$ cat src/rtl/cpld_uart_bridge_pkg.sv
// Shared definitions for the CPLD UART bridge.
// This file holds the RX/TX state encodings and the baud divider helpers.
package cpld_uart_bridge_pkg;

  typedef enum logic [1:0] {
    UART_IDLE  = 2'd0,
    UART_START = 2'd1,
    UART_DATA  = 2'd2,
    UART_STOP  = 2'd3
  } uart_state_e;

  // Clocks per serial bit, truncated. No fractional correction is applied.
  function automatic int calc_div(input int clk_freq, input int baud);
    return clk_freq / baud;
  endfunction

  // Clocks from a start-bit edge to the middle of that start bit.
  function automatic int calc_half(input int div);
    return div / 2;
  endfunction

  // Bits needed to count 0..n-1. At least one bit is always returned.
  function automatic int addr_bits(input int n);
    return (n > 1) ? $clog2(n) : 1;
  endfunction

endpackage

$ cat src/rtl/cpld_uart_rx_fifo.sv
// Circular receive buffer for the CPLD UART bridge. It is used only when
// CPLD_UART_RX_FIFO_EN is defined.
// When the buffer is full, a push is dropped unless a pop happens in the same
// cycle. A push and a pop in the same cycle both take effect and leave the
// occupancy unchanged.
module cpld_uart_rx_fifo
  import cpld_uart_bridge_pkg::*;
#(
  parameter int DEPTH = 4
) (
  input  logic       clk,
  input  logic       rst,
  input  logic       push,
  input  logic [7:0] push_data,
  input  logic       pop,
  output logic       empty,
  output logic [7:0] head
);

  localparam int AW = addr_bits(DEPTH);

  logic [7:0]  mem [DEPTH];
  logic [AW-1:0] rptr;
  logic [AW-1:0] wptr;
  logic [AW:0]   count;
  logic          full;
  logic          do_pop;
  logic          do_push;

  assign empty   = (count == '0);
  assign full    = (count == (AW+1)'(DEPTH));
  assign do_pop  = pop & ~empty;
  assign do_push = push & (~full | do_pop);
  assign head    = mem[rptr];

  // Pointers wrap naturally because DEPTH is a power of two.
  always_ff @(posedge clk) begin
    if (rst) begin
      rptr  <= '0;
      wptr  <= '0;
      count <= '0;
    end else begin
      if (do_push) wptr <= wptr + 1'b1;
      if (do_pop)  rptr <= rptr + 1'b1;
      case ({do_push, do_pop})
        2'b10:   count <= count + 1'b1;
        2'b01:   count <= count - 1'b1;
        default: count <= count;
      endcase
    end
  end

  // Storage is written without a reset. Occupancy alone decides which
  // entries are valid.
  always_ff @(posedge clk) begin
    if (do_push) mem[wptr] <= push_data;
  end

endmodule

$ cat src/rtl/cpld_uart_bridge.sv
// Responder side of the CPLD serial-controller handshake. It bridges the
// uart_rdn/uart_wrn strobes to an 8N1 UART on rxd/txd.
// Optional macro: CPLD_UART_RX_FIFO_EN selects a FIFO_DEPTH-entry RX FIFO.
// Without the macro, the RX buffer is a single-byte holding register.
module cpld_uart_bridge
  import cpld_uart_bridge_pkg::*;
#(
  parameter int CLK_FREQ   = 50000000,
  parameter int BAUD       = 115200,
  parameter int FIFO_DEPTH = 4
) (
  input  logic       clk,
  input  logic       rst,
  input  logic       rxd,
  output logic       txd,
  input  logic       uart_rdn,
  input  logic       uart_wrn,
  output logic       uart_dataready,
  output logic       uart_tbre,
  output logic       uart_tsre,
  input  logic [7:0] data_i,
  output logic [7:0] data_o,
  output logic       data_oe
);

  localparam int DIV  = calc_div(CLK_FREQ, BAUD);
  localparam int HALF = calc_half(DIV);
  localparam int CW   = addr_bits(DIV);
  localparam logic [CW-1:0] CNT_LAST = CW'(DIV - 1);
  localparam logic [CW-1:0] CNT_HALF = CW'(HALF);

  if (FIFO_DEPTH < 2 || (FIFO_DEPTH & (FIFO_DEPTH - 1)) != 0) begin : g_bad_depth
    $error("FIFO_DEPTH must be a power of two and at least 2");
  end

  logic [1:0] rx_sync;
  logic       rx_s;
  logic       rx_prev;
  logic       rdn_prev;
  logic       wrn_prev;
  logic       rd_rise;
  logic       wr_rise;

  uart_state_e   rx_state, rx_next;
  logic [CW-1:0] rx_cnt, rx_cnt_next, rx_cnt_inc;
  logic [2:0]    rx_bit, rx_bit_next;
  logic [7:0]    rx_shift, rx_shift_next;
  logic          rx_push;

  uart_state_e   tx_state, tx_next;
  logic [CW-1:0] tx_cnt, tx_cnt_next, tx_cnt_inc;
  logic [2:0]    tx_bit, tx_bit_next;
  logic [7:0]    tx_shift, tx_shift_next;
  logic          tx_load;
  logic [7:0]    hold;
  logic          hold_full;

  logic       rx_empty;
  logic [7:0] rx_head;

  assign rx_s    = rx_sync[1];
  assign rd_rise = ~rdn_prev & uart_rdn;
  assign wr_rise = ~wrn_prev & uart_wrn;

  // Synchronise rxd and keep the previous strobe levels for edge detection.
  // Everything idles high, so it also resets high.
  always_ff @(posedge clk) begin
    if (rst) begin
      rx_sync  <= 2'b11;
      rx_prev  <= 1'b1;
      rdn_prev <= 1'b1;
      wrn_prev <= 1'b1;
    end else begin
      rx_sync  <= {rx_sync[0], rxd};
      rx_prev  <= rx_s;
      rdn_prev <= uart_rdn;
      wrn_prev <= uart_wrn;
    end
  end

  // RX state register and datapath.
  always_ff @(posedge clk) begin
    if (rst) begin
      rx_state <= UART_IDLE;
      rx_cnt   <= '0;
      rx_bit   <= '0;
      rx_shift <= '0;
    end else begin
      rx_state <= rx_next;
      rx_cnt   <= rx_cnt_next;
      rx_bit   <= rx_bit_next;
      rx_shift <= rx_shift_next;
    end
  end

  // RX next state. The start bit is rechecked at its midpoint, and each later
  // bit is sampled a whole bit period after the previous sample point.
  // Entry needs a falling edge, so after a framing error the FSM does not
  // re-arm until the line has been seen high again.
  always_comb begin
    rx_next       = rx_state;
    rx_cnt_inc    = (rx_cnt == CNT_LAST) ? '0 : rx_cnt + 1'b1;
    rx_cnt_next   = rx_cnt_inc;
    rx_bit_next   = rx_bit;
    rx_shift_next = rx_shift;
    rx_push       = 1'b0;
    case (rx_state)
      UART_IDLE: begin
        rx_cnt_next = '0;
        if (rx_prev && !rx_s) rx_next = UART_START;
      end
      UART_START: begin
        if (rx_cnt == CNT_HALF) begin
          rx_cnt_next = '0;
          rx_bit_next = '0;
          rx_next     = rx_s ? UART_IDLE : UART_DATA;
        end
      end
      UART_DATA: begin
        if (rx_cnt == CNT_LAST) begin
          rx_shift_next = {rx_s, rx_shift[7:1]};
          rx_bit_next   = rx_bit + 3'd1;
          if (rx_bit == 3'd7) rx_next = UART_STOP;
        end
      end
      UART_STOP: begin
        if (rx_cnt == CNT_LAST) begin
          rx_push = rx_s;
          rx_next = UART_IDLE;
        end
      end
      default: rx_next = UART_IDLE;
    endcase
  end

  // TX state register, shifter and CPU-facing holding register.
  // A write is accepted only when the holding register is empty.
  always_ff @(posedge clk) begin
    if (rst) begin
      tx_state  <= UART_IDLE;
      tx_cnt    <= '0;
      tx_bit    <= '0;
      tx_shift  <= '0;
      hold      <= '0;
      hold_full <= 1'b0;
    end else begin
      tx_state <= tx_next;
      tx_cnt   <= tx_cnt_next;
      tx_bit   <= tx_bit_next;
      tx_shift <= tx_shift_next;
      if (tx_load) begin
        hold_full <= 1'b0;
      end else if (wr_rise && !hold_full) begin
        hold      <= data_i;
        hold_full <= 1'b1;
      end
    end
  end

  // TX next state. A byte waiting at the end of the stop bit goes straight
  // into a new start bit, with no idle bit in between.
  always_comb begin
    tx_next       = tx_state;
    tx_cnt_inc    = (tx_cnt == CNT_LAST) ? '0 : tx_cnt + 1'b1;
    tx_cnt_next   = tx_cnt_inc;
    tx_bit_next   = tx_bit;
    tx_shift_next = tx_shift;
    tx_load       = 1'b0;
    case (tx_state)
      UART_IDLE: begin
        tx_cnt_next = '0;
        if (hold_full) begin
          tx_load = 1'b1;
          tx_next = UART_START;
        end
      end
      UART_START: begin
        if (tx_cnt == CNT_LAST) begin
          tx_bit_next = '0;
          tx_next     = UART_DATA;
        end
      end
      UART_DATA: begin
        if (tx_cnt == CNT_LAST) begin
          tx_shift_next = {1'b0, tx_shift[7:1]};
          tx_bit_next   = tx_bit + 3'd1;
          if (tx_bit == 3'd7) tx_next = UART_STOP;
        end
      end
      UART_STOP: begin
        if (tx_cnt == CNT_LAST) begin
          if (hold_full) begin
            tx_load = 1'b1;
            tx_next = UART_START;
          end else begin
            tx_next = UART_IDLE;
          end
        end
      end
      default: tx_next = UART_IDLE;
    endcase
    if (tx_load) tx_shift_next = hold;
  end

  // Line level follows the TX state. Reset returns the FSM to IDLE, which
  // forces txd high at once.
  always_comb begin
    case (tx_state)
      UART_START: txd = 1'b0;
      UART_DATA:  txd = tx_shift[0];
      default:    txd = 1'b1;
    endcase
  end

`ifdef CPLD_UART_RX_FIFO_EN
  cpld_uart_rx_fifo #(
    .DEPTH(FIFO_DEPTH)
  ) u_rx_fifo (
    .clk       (clk),
    .rst       (rst),
    .push      (rx_push),
    .push_data (rx_shift),
    .pop       (rd_rise),
    .empty     (rx_empty),
    .head      (rx_head)
  );
`else
  logic [7:0] rx_hold;
  logic       rx_valid;
  logic       rx_do_pop;
  logic       rx_do_push;

  assign rx_do_pop  = rd_rise & rx_valid;
  assign rx_do_push = rx_push & (~rx_valid | rx_do_pop);
  assign rx_empty   = ~rx_valid;
  assign rx_head    = rx_hold;

  // Single-entry RX buffer. It follows the same full, pop and simultaneous
  // push/pop rules as the FIFO, with a depth of one.
  always_ff @(posedge clk) begin
    if (rst) begin
      rx_hold  <= '0;
      rx_valid <= 1'b0;
    end else if (rx_do_push) begin
      rx_hold  <= rx_shift;
      rx_valid <= 1'b1;
    end else if (rx_do_pop) begin
      rx_valid <= 1'b0;
    end
  end
`endif

  assign uart_dataready = ~rx_empty;
  assign uart_tbre      = ~hold_full;
  assign uart_tsre      = (tx_state == UART_IDLE) & ~hold_full;
  assign data_oe        = ~uart_rdn;
  assign data_o         = rx_empty ? 8'h00 : rx_head;

endmodule

$ cat config.mk
export PLATFORM = sky130hd
export DESIGN_NAME = cpld_uart_bridge
export DESIGN_NICKNAME = d
export VERILOG_FILES = /design/src/rtl/cpld_uart_bridge_pkg.sv /design/src/rtl/cpld_uart_rx_fifo.sv /design/src/rtl/cpld_uart_bridge.sv
export SDC_FILE = /design/constraint.sdc
export NUM_CORES = 1
export LEC_CHECK = 0
export CAP_MARGIN = 10
export CELL_PAD_IN_SITES_DETAIL_PLACEMENT = 2
export CELL_PAD_IN_SITES_GLOBAL_PLACEMENT = 2
export CORE_MARGIN = 2
export CORE_UTILIZATION = 38
export CTS_CLUSTER_DIAMETER = 50
export DETAILED_ROUTE_END_ITERATION = 8
export GPL_TIMING_DRIVEN = 0
export HOLD_SLACK_MARGIN = 0.06
export PLACE_DENSITY = 0.93
export SLEW_MARGIN = 20
export SYNTH_ARGS = -nofsm -noshare
export SYNTH_HDL_FRONTEND = slang
export SYNTH_SLANG_ARGS = --single-unit
$ cat constraint.sdc
create_clock -name clk -period 4.29 [get_ports clk]
set_input_delay 0.6435 -clock clk [delete_from_list [all_inputs] [get_ports clk]]
set_output_delay 0.6435 -clock clk [all_outputs]
set_load 0.005 [all_outputs]
==> run_results.csv, run 1 <==
group,metric,value,unit
floorplan,core,0.00765,mm2
synthesis,yosys_warnings,0,
clocking,cts_resized,0,
critical_path,reg2reg_from,"tx_state[0]",
sta,tightest_slew,0.558,ns
critical_path,worst-r2r-setup-slack,2.29,ns
clocking,clk_pin_slew,0.08,ns
synthesis,ys.flop_type,"dfxtp_1",
floorplan,dieHeight,92.3,um
sta,setup_viol,0,
sta,fmax,376,MHz
sta,fin_crit_sh,62.0,%
sta,fin_tns_setup,0,ns
floorplan,rows,32,
routing,routed_via_density,5.20,
routing,drc_errors,0,
routing,dr.pass1.iters,4,
critical_path,critPathLaunchType,"flop",
global_routing,grt_max_degree,13,
final_layout,layout_commonest_cell,"dfxtp_1",
synthesis,syn_avg_cell_area,9.08,um2
routing,drt_wl_total,8440,um
clocking,worstSkewPairLatency,0.36,ns
routing,antenna_left,0,
clocking,cts_buffers,9,
sta,hold_violations,0,
floorplan,die-area,0.00852,mm2
sta,skew,0.00758,ns
synthesis,synth_edf_count,0,
sta,slew_violations,0,
sta,worst_slack,1.63,ns
final_layout,nets,388,
final_layout,num_antenna_cells,0,
global_routing,grt_first_pass_wirelength,13800,um
outcome,outcome,"completed",
critical_path,required,3.65,ns
floorplan,ios,26,
sta,fin_crit,2.66,ns
global_routing,grt_pass1_vias,2741,
final_layout,utilization,46.5,%
global_routing,grt_overflow,0,
critical_path,cp_max_fo,5,
final_layout,area.growth.synth_to_final,20.1,%
power,p_leak,1.25,nW
clocking,root_buffer,"clkbuf_8",
placed_design,dp.cells,453,
clocking,cts_tree,"done",
synthesis,synth_area,0.00296,mm2
placed_design,numPortBuffers,25,
synthesis,synth-seq-area-share,45.3,%
critical_path,worstSetupPathType,"flop to output pin",
synthesis,ys_types,46,
final_layout,layoutNonFillerInstCount,469,
sta,rsz0062_at_grt,"false",
clocking,clock_sink_count,67,
critical_path,cp-startpoint,"tx_state[0]",
critical_path,cp.arrival,2.02,ns
clocking,cts.path.max_buffers,2,
flow_run,maxCapViolCount,0,
global_routing,grt_usage,21.1,%
global_routing,antenna_found_initial,0,
final_layout,final_cell_mix,"dfxtp_1 (67), nor2_1 (46), nand2_1 (40), mux2i_1 (25), clkdlybuf4s50_1 (25)",
routing,wl_per_cell,18.0,um
sta,slew_headroom,62.8,%
hold_path,timing.hold.worst.class,"flop to flop",
critical_path,cp-end-kind,"output pin",
final_layout,drive_above_1_share,9.26,%
placed_design,pre_cts_ws,1.92,ns
clocking,post_cts_buffers,0,
routing,vias,2441,
clocking,ctsHoldBuffers,0,
floorplan,dieWidth,92.3,um
synthesis,syn_nets,352,
placed_design,finalWeightedCongestion,0.769,
placed_design,dp_hpwl,5660,um
synthesis,ys_ff_latch,67,
power,powerDensity,403,mW/mm2
floorplan,start_util,38.7,%
synthesis,syn_inst,326,
routing,drtIter0Drc,75,
hold_path,hold_path_startpoint,"rx_sync[0]",
synthesis,async_flop_share,0,%
clocking,htreeDepth,3,
power,ir_worst_vdd,0.201,mV
-- kinds of logic after synthesis --
family	synth area share (%)
multiplexers	8.45
XOR/XNOR	4.14
adder cells (fa/ha/maj)	5.49
AO/OA/AOI/OAI	9.08
AND/OR/NAND/NOR	23.1
flip-flops	45.3
buffers and inverters	4.44
-- area by class of cell --
type | instances | area (um2)
tap | 102 | 128
clock inverter | 7 | 92.6
fill | 841 | 4090
sequential | 67 | 1340
buffer | 13 | 75.1
multi-input combinational | 231 | 1490
timing repair buffer | 25 | 250
clock buffer | 9 | 124
inverter | 15 | 56.3
-- cells in the mapped netlist (2+ instances only) --
| master | count | share of area [%] |
|---|---|---|
| and3_1 | 2 | 0.42 |
| nor3_1 | 2 | 0.34 |
| nand4_1 | 4 | 0.84 |
| or4_1 | 2 | 0.51 |
| a22oi_1 | 2 | 0.51 |
| and2_1 | 8 | 1.7 |
| a31oi_1 | 8 | 1.7 |
| ha_1 | 13 | 5.5 |
| xnor2_1 | 8 | 2.4 |
| a21oi_1 | 8 | 1.4 |
| mux2i_1 | 25 | 8.4 |
| clkbuf_1 | 6 | 0.76 |
| and3b_1 | 3 | 0.89 |
| inv_1 | 15 | 1.9 |
| buf_6 | 2 | 0.76 |
| dfxtp_1 | 67 | 45 |
| o21ai_0 | 13 | 2.2 |
| and4b_1 | 2 | 0.68 |
| buf_2 | 2 | 0.34 |
| nor2_1 | 46 | 5.8 |
| xor2_1 | 6 | 1.8 |
| and4_1 | 3 | 0.89 |
| nand2_1 | 40 | 5.1 |
| nand3_1 | 13 | 2.2 |
| buf_4 | 2 | 0.51 |
| or2_2 | 4 | 0.84 |
-- path summary, 6_finish.rpt --
check / to / cells after the start
worst max-delay path: txd / 6
worst min-delay path: rx_sync[1] / 1
worst max register to register: tx_shift[4] / 7
worst min register to register: rx_sync[1] / 1
-- state kept, by name, summed over array words and instances (netlist names), 2 cells and up, named ones only --
name	flops
rx_shift	8
hold	8
tx_shift	8
rx_sync	2
tx_cnt	9
tx_bit	3
rx_bit	3
rx_head	8
rx_cnt	9
tx_state	2
-- metal layers --
metal  vias up  part of all wire (%)  track usage, %
met5         -                     0               0
met2        31                    53            39.3
met3        12                   1.8            3.37
li1       1186                     -               -
met1      1212                    43            23.5
met4         0                   1.9            9.45
-- power by group --
group | switching (mW) | internal, mW
Combinational | 0.0984 | 0.0783
Clock | 0.265 | 0.325
Sequential | 0.0209 | 0.644
-- metrics by stage --
stage,power (mW),hold WS [ns],cell area [um2]
after floorplan,0.778,0.389,2960
after global placement,0.843,0.393,3340
after detailed placement,0.852,0.413,3340
after CTS,1.45,0.431,3560
after global routing,1.50,0.435,3560
final,1.43,0.426,3560
-- worst max-delay path, cell delays in order (launching register included) --
cell,delay [ns]
dfxtp_1,0.40
inv_1,0.10
ha_1,0.27
inv_1,0.14
nor2_1,0.06
a21oi_1,0.16
clkdlybuf4s50_1,0.53
(Power assumes the default switching activity.)
==> inputs of run 2 (changes only) <==
--- a/config.mk
+++ b/config.mk
@@ -9,12 +9,12 @@
 export CELL_PAD_IN_SITES_DETAIL_PLACEMENT = 2
 export CELL_PAD_IN_SITES_GLOBAL_PLACEMENT = 2
 export CORE_MARGIN = 2
-export CORE_UTILIZATION = 38
+export CORE_UTILIZATION = 32
 export CTS_CLUSTER_DIAMETER = 50
 export DETAILED_ROUTE_END_ITERATION = 8
 export GPL_TIMING_DRIVEN = 0
 export HOLD_SLACK_MARGIN = 0.06
-export PLACE_DENSITY = 0.93
+export PLACE_DENSITY = 0.85
 export SLEW_MARGIN = 20
 export SYNTH_ARGS = -nofsm -noshare
 export SYNTH_HDL_FRONTEND = slang
==> constraint.sdc (replaced) <==
create_clock -name clk -period 2.3 [get_ports clk]
set_input_delay 0.345 -clock clk [delete_from_list [all_inputs] [get_ports clk]]
set_output_delay 0.345 -clock clk [all_outputs]
set_load 0.005 [all_outputs]
==> run 2 against run 1 <==
Effect of this change: setup slack got worse by 1.5 ns; count of clock-buffer cells in the layout did not move; register-to-register slack got worse by 1.9 ns; via count rose by 0.57%; clock power rose by 130%; combinational power rose by 92%; non-clock buffer count did not move; clock skew rose by 0.0027 ns; sequential share of layout area fell by 0.68 points; power rose by 100%; core utilization fell by 6.7 points; critical path depth fell by 1; critical endpoint is now uart_tsre; largest cell class unchanged.
==> run_results.csv, run 2 (synthesized netlist as in run 1, its figures left out) <==
group,metric,value,unit
outcome,outcome,"completed",
hold_path,timing.hold.worst.class,"flop to flop",
clocking,cts_buffers,9,
routing,drt_wl_total,8500,um
final_layout,layout_commonest_cell,"dfxtp_1",
final_layout,num_antenna_cells,0,
final_layout,final_cell_mix,"dfxtp_1 (66), nor2_1 (46), nand2_1 (40), mux2i_1 (25), clkdlybuf4s50_1 (24)",
routing,routed_via_density,5.14,
flow_run,maxCapViolCount,0,
sta,fin_crit,2.13,ns
clocking,clock_sink_count,67,
critical_path,worstSetupPathType,"flop to output pin",
floorplan,dieWidth,100,um
sta,fin_crit_sh,92.5,%
global_routing,met2_usage,34.0,%
final_layout,area.growth.synth_to_final,22.4,%
power,powerDensity,807,mW/mm2
sta,hold_violations,0,
sta,setup_viol,0,
placed_design,numPortBuffers,25,
power,ir_worst_vdd,0.311,mV
floorplan,start_util,32.5,%
sta,fmax,470,MHz
floorplan,ios,26,
clocking,clk_pin_slew,0.07,ns
global_routing,top_usage_layer,"met2",
sta,fin_tns_setup,0,ns
global_routing,grt_first_pass_wirelength,14200,um
critical_path,cp-end-kind,"output pin",
power,finalPower,2.93,mW
clocking,cts.path.max_buffers,2,
floorplan,core,0.00911,mm2
sta,rsz0062_at_grt,"false",
global_routing,grt_overflow,0,
sta,worst_slack,0.174,ns
global_routing,grt_usage,18.2,%
final_layout,drive_above_1_share,9.81,%
global_routing,use_met1,20.6,%
sta,tightest_slew,0.561,ns
routing,wl_per_cell,17.8,um
clocking,htreeDepth,3,
routing,drc_errors,0,
routing,antenna_left,0,
floorplan,dieHeight,100,um
floorplan,rows,35,
critical_path,required,1.96,ns
clocking,root_buffer,"clkbuf_8",
global_routing,use_met3,4.04,%
routing,vias,2455,
placed_design,finalWeightedCongestion,0.737,
critical_path,cp_max_fo,5,
critical_path,critPathLaunchType,"flop",
sta,slew_violations,0,
routing,dr.pass1.iters,4,
final_layout,fill_cells,993,
clocking,cts_tree,"done",
clocking,post_cts_buffers,0,
clocking,worstSkewPairLatency,0.35,ns
global_routing,grt_pass1_vias,2781,
final_layout,reg_top3,"rx_cnt: 9 flops, tx_cnt: 9 flops",
global_routing,antenna_found_initial,0,
placed_design,dp_hpwl,5430,um
sta,skew,0.0103,ns
placed_design,pre_cts_ws,0.266,ns
critical_path,cp.arrival,1.78,ns
final_layout,nets,388,
floorplan,die-area,0.0100,mm2
global_routing,grt_max_degree,14,
routing,drtIter0Drc,49,
power,p_leak,1.29,nW
sta,slew_headroom,62.6,%
[run 2: what timing repair did]
item,4_1_cts,5_1_grt
endpoints found under the setup margin,1,1
hold buffers,0,0
gates resized for setup,2,1
[run 2: routing by layer]
layer | wire, um | vias to the layer above
li1 | - | 1181
met1 | 3450 | 1224
met2 | 4680 | 37
met3 | 243 | 13
met4 | 122 | 0
met5 | 0 | -
[run 2: power breakdown]
| part | leakage, nW | internal (mW) | switching (mW) |
|---|---|---|---|
| combinational | 0.612 | 0.147 | 0.192 |
| clock | 0.134 | 0.839 | 0.504 |
| sequential | 0.543 | 1.20 | 0.0411 |
[run 2: cell type report]
| cell class | count | area [um2] | area share, % |
|---|---|---|---|
| clock inverters | 7 | 146 | 4.04 |
| well taps | 111 | 139 | 3.83 |
| flip-flops and latches | 67 | 1340 | 37.0 |
| plain buffers | 13 | 75.1 | 2.07 |
| repair buffers | 25 | 253 | 6.97 |
| multi-input cells | 231 | 1490 | 41.1 |
| clock buffers | 9 | 124 | 3.42 |
| inverters | 15 | 56.3 | 1.55 |
[run 2: worst paths after layout]
check	start	end	slack [ns]	cells past startpoint
setup reg to reg	tx_state[1]	tx_shift[4]	0.36	7
hold reg to reg	rx_sync[0]	rx_sync[1]	0.41	1
setup / recovery	tx_state[1]	uart_tsre	0.17	5
hold / removal	rx_sync[0]	rx_sync[1]	0.41	1
[run 2: stage by stage]
stage	hold WS, ns	util [%]	std cells	cell area [um2]
after floorplan	0.389	-	326	2960
after global placement	0.395	36.8	462	3350
after detailed placement	0.403	36.8	462	3350
after CTS	0.414	39.8	478	3620
after global routing	0.416	39.8	478	3620
final	0.410	39.8	478	3620
[run 2: critical path, cell delays in order (launching register included)]
cell and delay (ns):
dfxtp_1 0.36, inv_1 0.12, ha_1 0.20, inv_1 0.09, nor2_1 0.14, clkdlybuf4s50_1 0.53
==> inputs of run 3 (changes only) <==
--- a/config.mk
+++ b/config.mk
@@ -8,7 +8,7 @@
 export CAP_MARGIN = 10
 export CELL_PAD_IN_SITES_DETAIL_PLACEMENT = 2
 export CELL_PAD_IN_SITES_GLOBAL_PLACEMENT = 2
-export CORE_MARGIN = 2
+export CORE_MARGIN = 5
 export CORE_UTILIZATION = 32
 export CTS_CLUSTER_DIAMETER = 50
 export DETAILED_ROUTE_END_ITERATION = 8
==> run 3 against run 2 <==
Effect of this change: critical path depth did not move; via count fell by 1.6%; critical path type unchanged; critical endpoint unchanged; sequential power barely moved; sequential cell count did not move; first-iteration DRC count fell by 22%.
==> run_results.csv, run 3 (synthesized netlist as in run 1, its figures left out) <==
group,metric,value,unit
critical_path,crit_slowest_cell,"clkdlybuf4s50_1",
global_routing,use_met1,16.7,%
sta,fin_crit_sh,92.5,%
sta,skew,0.0121,ns
clocking,clk_pin_slew,0.07,ns
sta,slew_violations,0,
sta,fin_tns_setup,0,ns
global_routing,grt_usage,15.1,%
final_layout,layoutNonFillerInstCount,477,
final_layout,reg_top3,"rx_cnt: 9 flops, tx_cnt: 9 flops",
outcome,outcome,"completed",
floorplan,dieWidth,106,um
routing,drt_wl_total,7820,um
clocking,worstSkewPairLatency,0.35,ns
final_layout,final_cell_mix,"dfxtp_1 (66), nor2_1 (46), nand2_1 (40), mux2i_1 (25), clkdlybuf4s50_1 (24)",
critical_path,required,1.96,ns
routing,wl_per_cell,16.4,um
critical_path,cp_common_cell,"inv_1",
global_routing,use_met3,2.98,%
final_layout,layout_commonest_cell,"dfxtp_1",
clocking,cts.path.max_buffers,2,
routing,dr.pass1.iters,4,
placed_design,numPortBuffers,25,
global_routing,grt_max_degree,13,
routing,drtIter0Drc,38,
critical_path,cpPeakStageDelay,0.52,ns
clocking,root_buffer,"clkbuf_8",
clocking,ctsHoldBuffers,0,
routing,drc_errors,0,
power,p_leak,1.26,nW
floorplan,ios,26,
floorplan,rows,35,
routing,routed_via_density,5.06,
placed_design,dp.cells,462,
sta,fmax,470,MHz
routing,vias,2415,
hold_path,timing.hold.worst.class,"flop to flop",
sta,fin_crit,2.13,ns
final_layout,num_antenna_cells,0,
final_layout,multi_input_area,0.00149,mm2
final_layout,nets,388,
sta,setup_viol,0,
critical_path,cp_max_fo,5,
floorplan,start_util,32.4,%
critical_path,critPathLaunchType,"flop",
global_routing,met2_usage,27.9,%
sta,slew_headroom,65.3,%
floorplan,die-area,0.0113,mm2
placed_design,dp_hpwl,5470,um
global_routing,grt_first_pass_wirelength,13500,um
final_layout,regArea,0.00134,mm2
global_routing,grt_pass1_vias,2763,
flow_run,maxCapViolCount,0,
critical_path,cp.arrival,1.78,ns
clocking,clock_sink_count,67,
clocking,cts_buffers,9,
global_routing,top_usage_layer,"met2",
clocking,cts_tree,"done",
sta,tightest_slew,0.521,ns
final_layout,fill_cells,989,
placed_design,finalWeightedCongestion,0.731,
power,powerDensity,747,mW/mm2
final_layout,drive_above_1_share,9.84,%
sta,hold_violations,0,
sta,rsz0062_at_grt,"false",
final_layout,area.growth.synth_to_final,20.6,%
global_routing,antenna_found_initial,0,
critical_path,worstSetupPathType,"flop to output pin",
sta,timing.hold.ws,0.418,ns
power,ir_worst_vdd,0.381,mV
floorplan,dieHeight,106,um
critical_path,cp-end-kind,"output pin",
critical_path,crit_chain,"inv_1 > ha_1 > inv_1 > nor2_1 > clkdlybuf4s50_1",
clocking,htreeDepth,3,
global_routing,grt_overflow,0,
floorplan,core,0.00915,mm2
routing,antenna_left,0,
[run 3: changes by cell type in the layout (fill, tap and decap cells not counted), sizes merged]
cell | before | now
bufinv | 4 | 2
inv | 17 | 16
clkinvlp | 0 | 1
clkinv | 1 | 2
[run 3: report_power, final]
group	total, mW	switching (mW)	internal (mW)
combinational	0.332	0.186	0.146
sequential	1.24	0.0386	1.20
clock	1.09	0.484	0.608
[run 3: critical path, delay by kind of cell (launching register included)]
family | cells | cell delay [ns]
buffers and inverters | 3 | 0.73
adder cells (fa/ha/maj) | 1 | 0.19
flip-flops | 1 | 0.37
AND/OR/NAND/NOR | 1 | 0.14
[run 3: repair_timing]
action,4_1_cts,5_1_grt
hold endpoints to repair,0,0
setup endpoints to repair,1,1
setup buffers,0,0
gates resized for setup,3,1
gates cloned,0,0
[run 3: final timing paths]
kind	startpoint	endpoint	slack, ns	depth (start not counted)
min	rx_sync[0]	rx_sync[1]	0.42	1
max reg2reg	tx_state[1]	tx_shift[7]	0.33	7
min reg2reg	rx_sync[0]	rx_sync[1]	0.42	1
max	tx_state[1]	uart_tsre	0.17	5
[run 3: layer usage]
layer | vias to the layer above | wire (um) | part of all wire (%)
met5 | - | 0 | 0
met4 | 0 | 150 | 1.9
met3 | 14 | 185 | 2.4
met2 | 26 | 4190 | 54
met1 | 1190 | 3290 | 42
li1 | 1185 | - | -
[run 3: final cells by class]
class / count / share of cell area, %
multi-input cells: 231 / 41.8
flip-flops and latches: 67 / 37.6
repair buffers: 25 / 7.08
well taps: 111 / 3.89
clock buffers: 9 / 3.47
clock inverters: 6 / 2.52
plain buffers: 13 / 2.10
inverters: 15 / 1.58
[run 3: stage by stage]
stage | total power, mW | setup slack, ns | util (%) | instance area, um2
CTS | 2.71 | 0.0652 | 39.0 | 3570
detailed placement | 1.60 | 0.242 | 36.6 | 3350
global route | 2.80 | 0.0228 | 39.0 | 3570
finish | 2.67 | 0.172 | 39.0 | 3570
floorplan | 1.45 | 0.703 | - | 2960
global placement | 1.57 | 0.273 | 36.6 | 3350
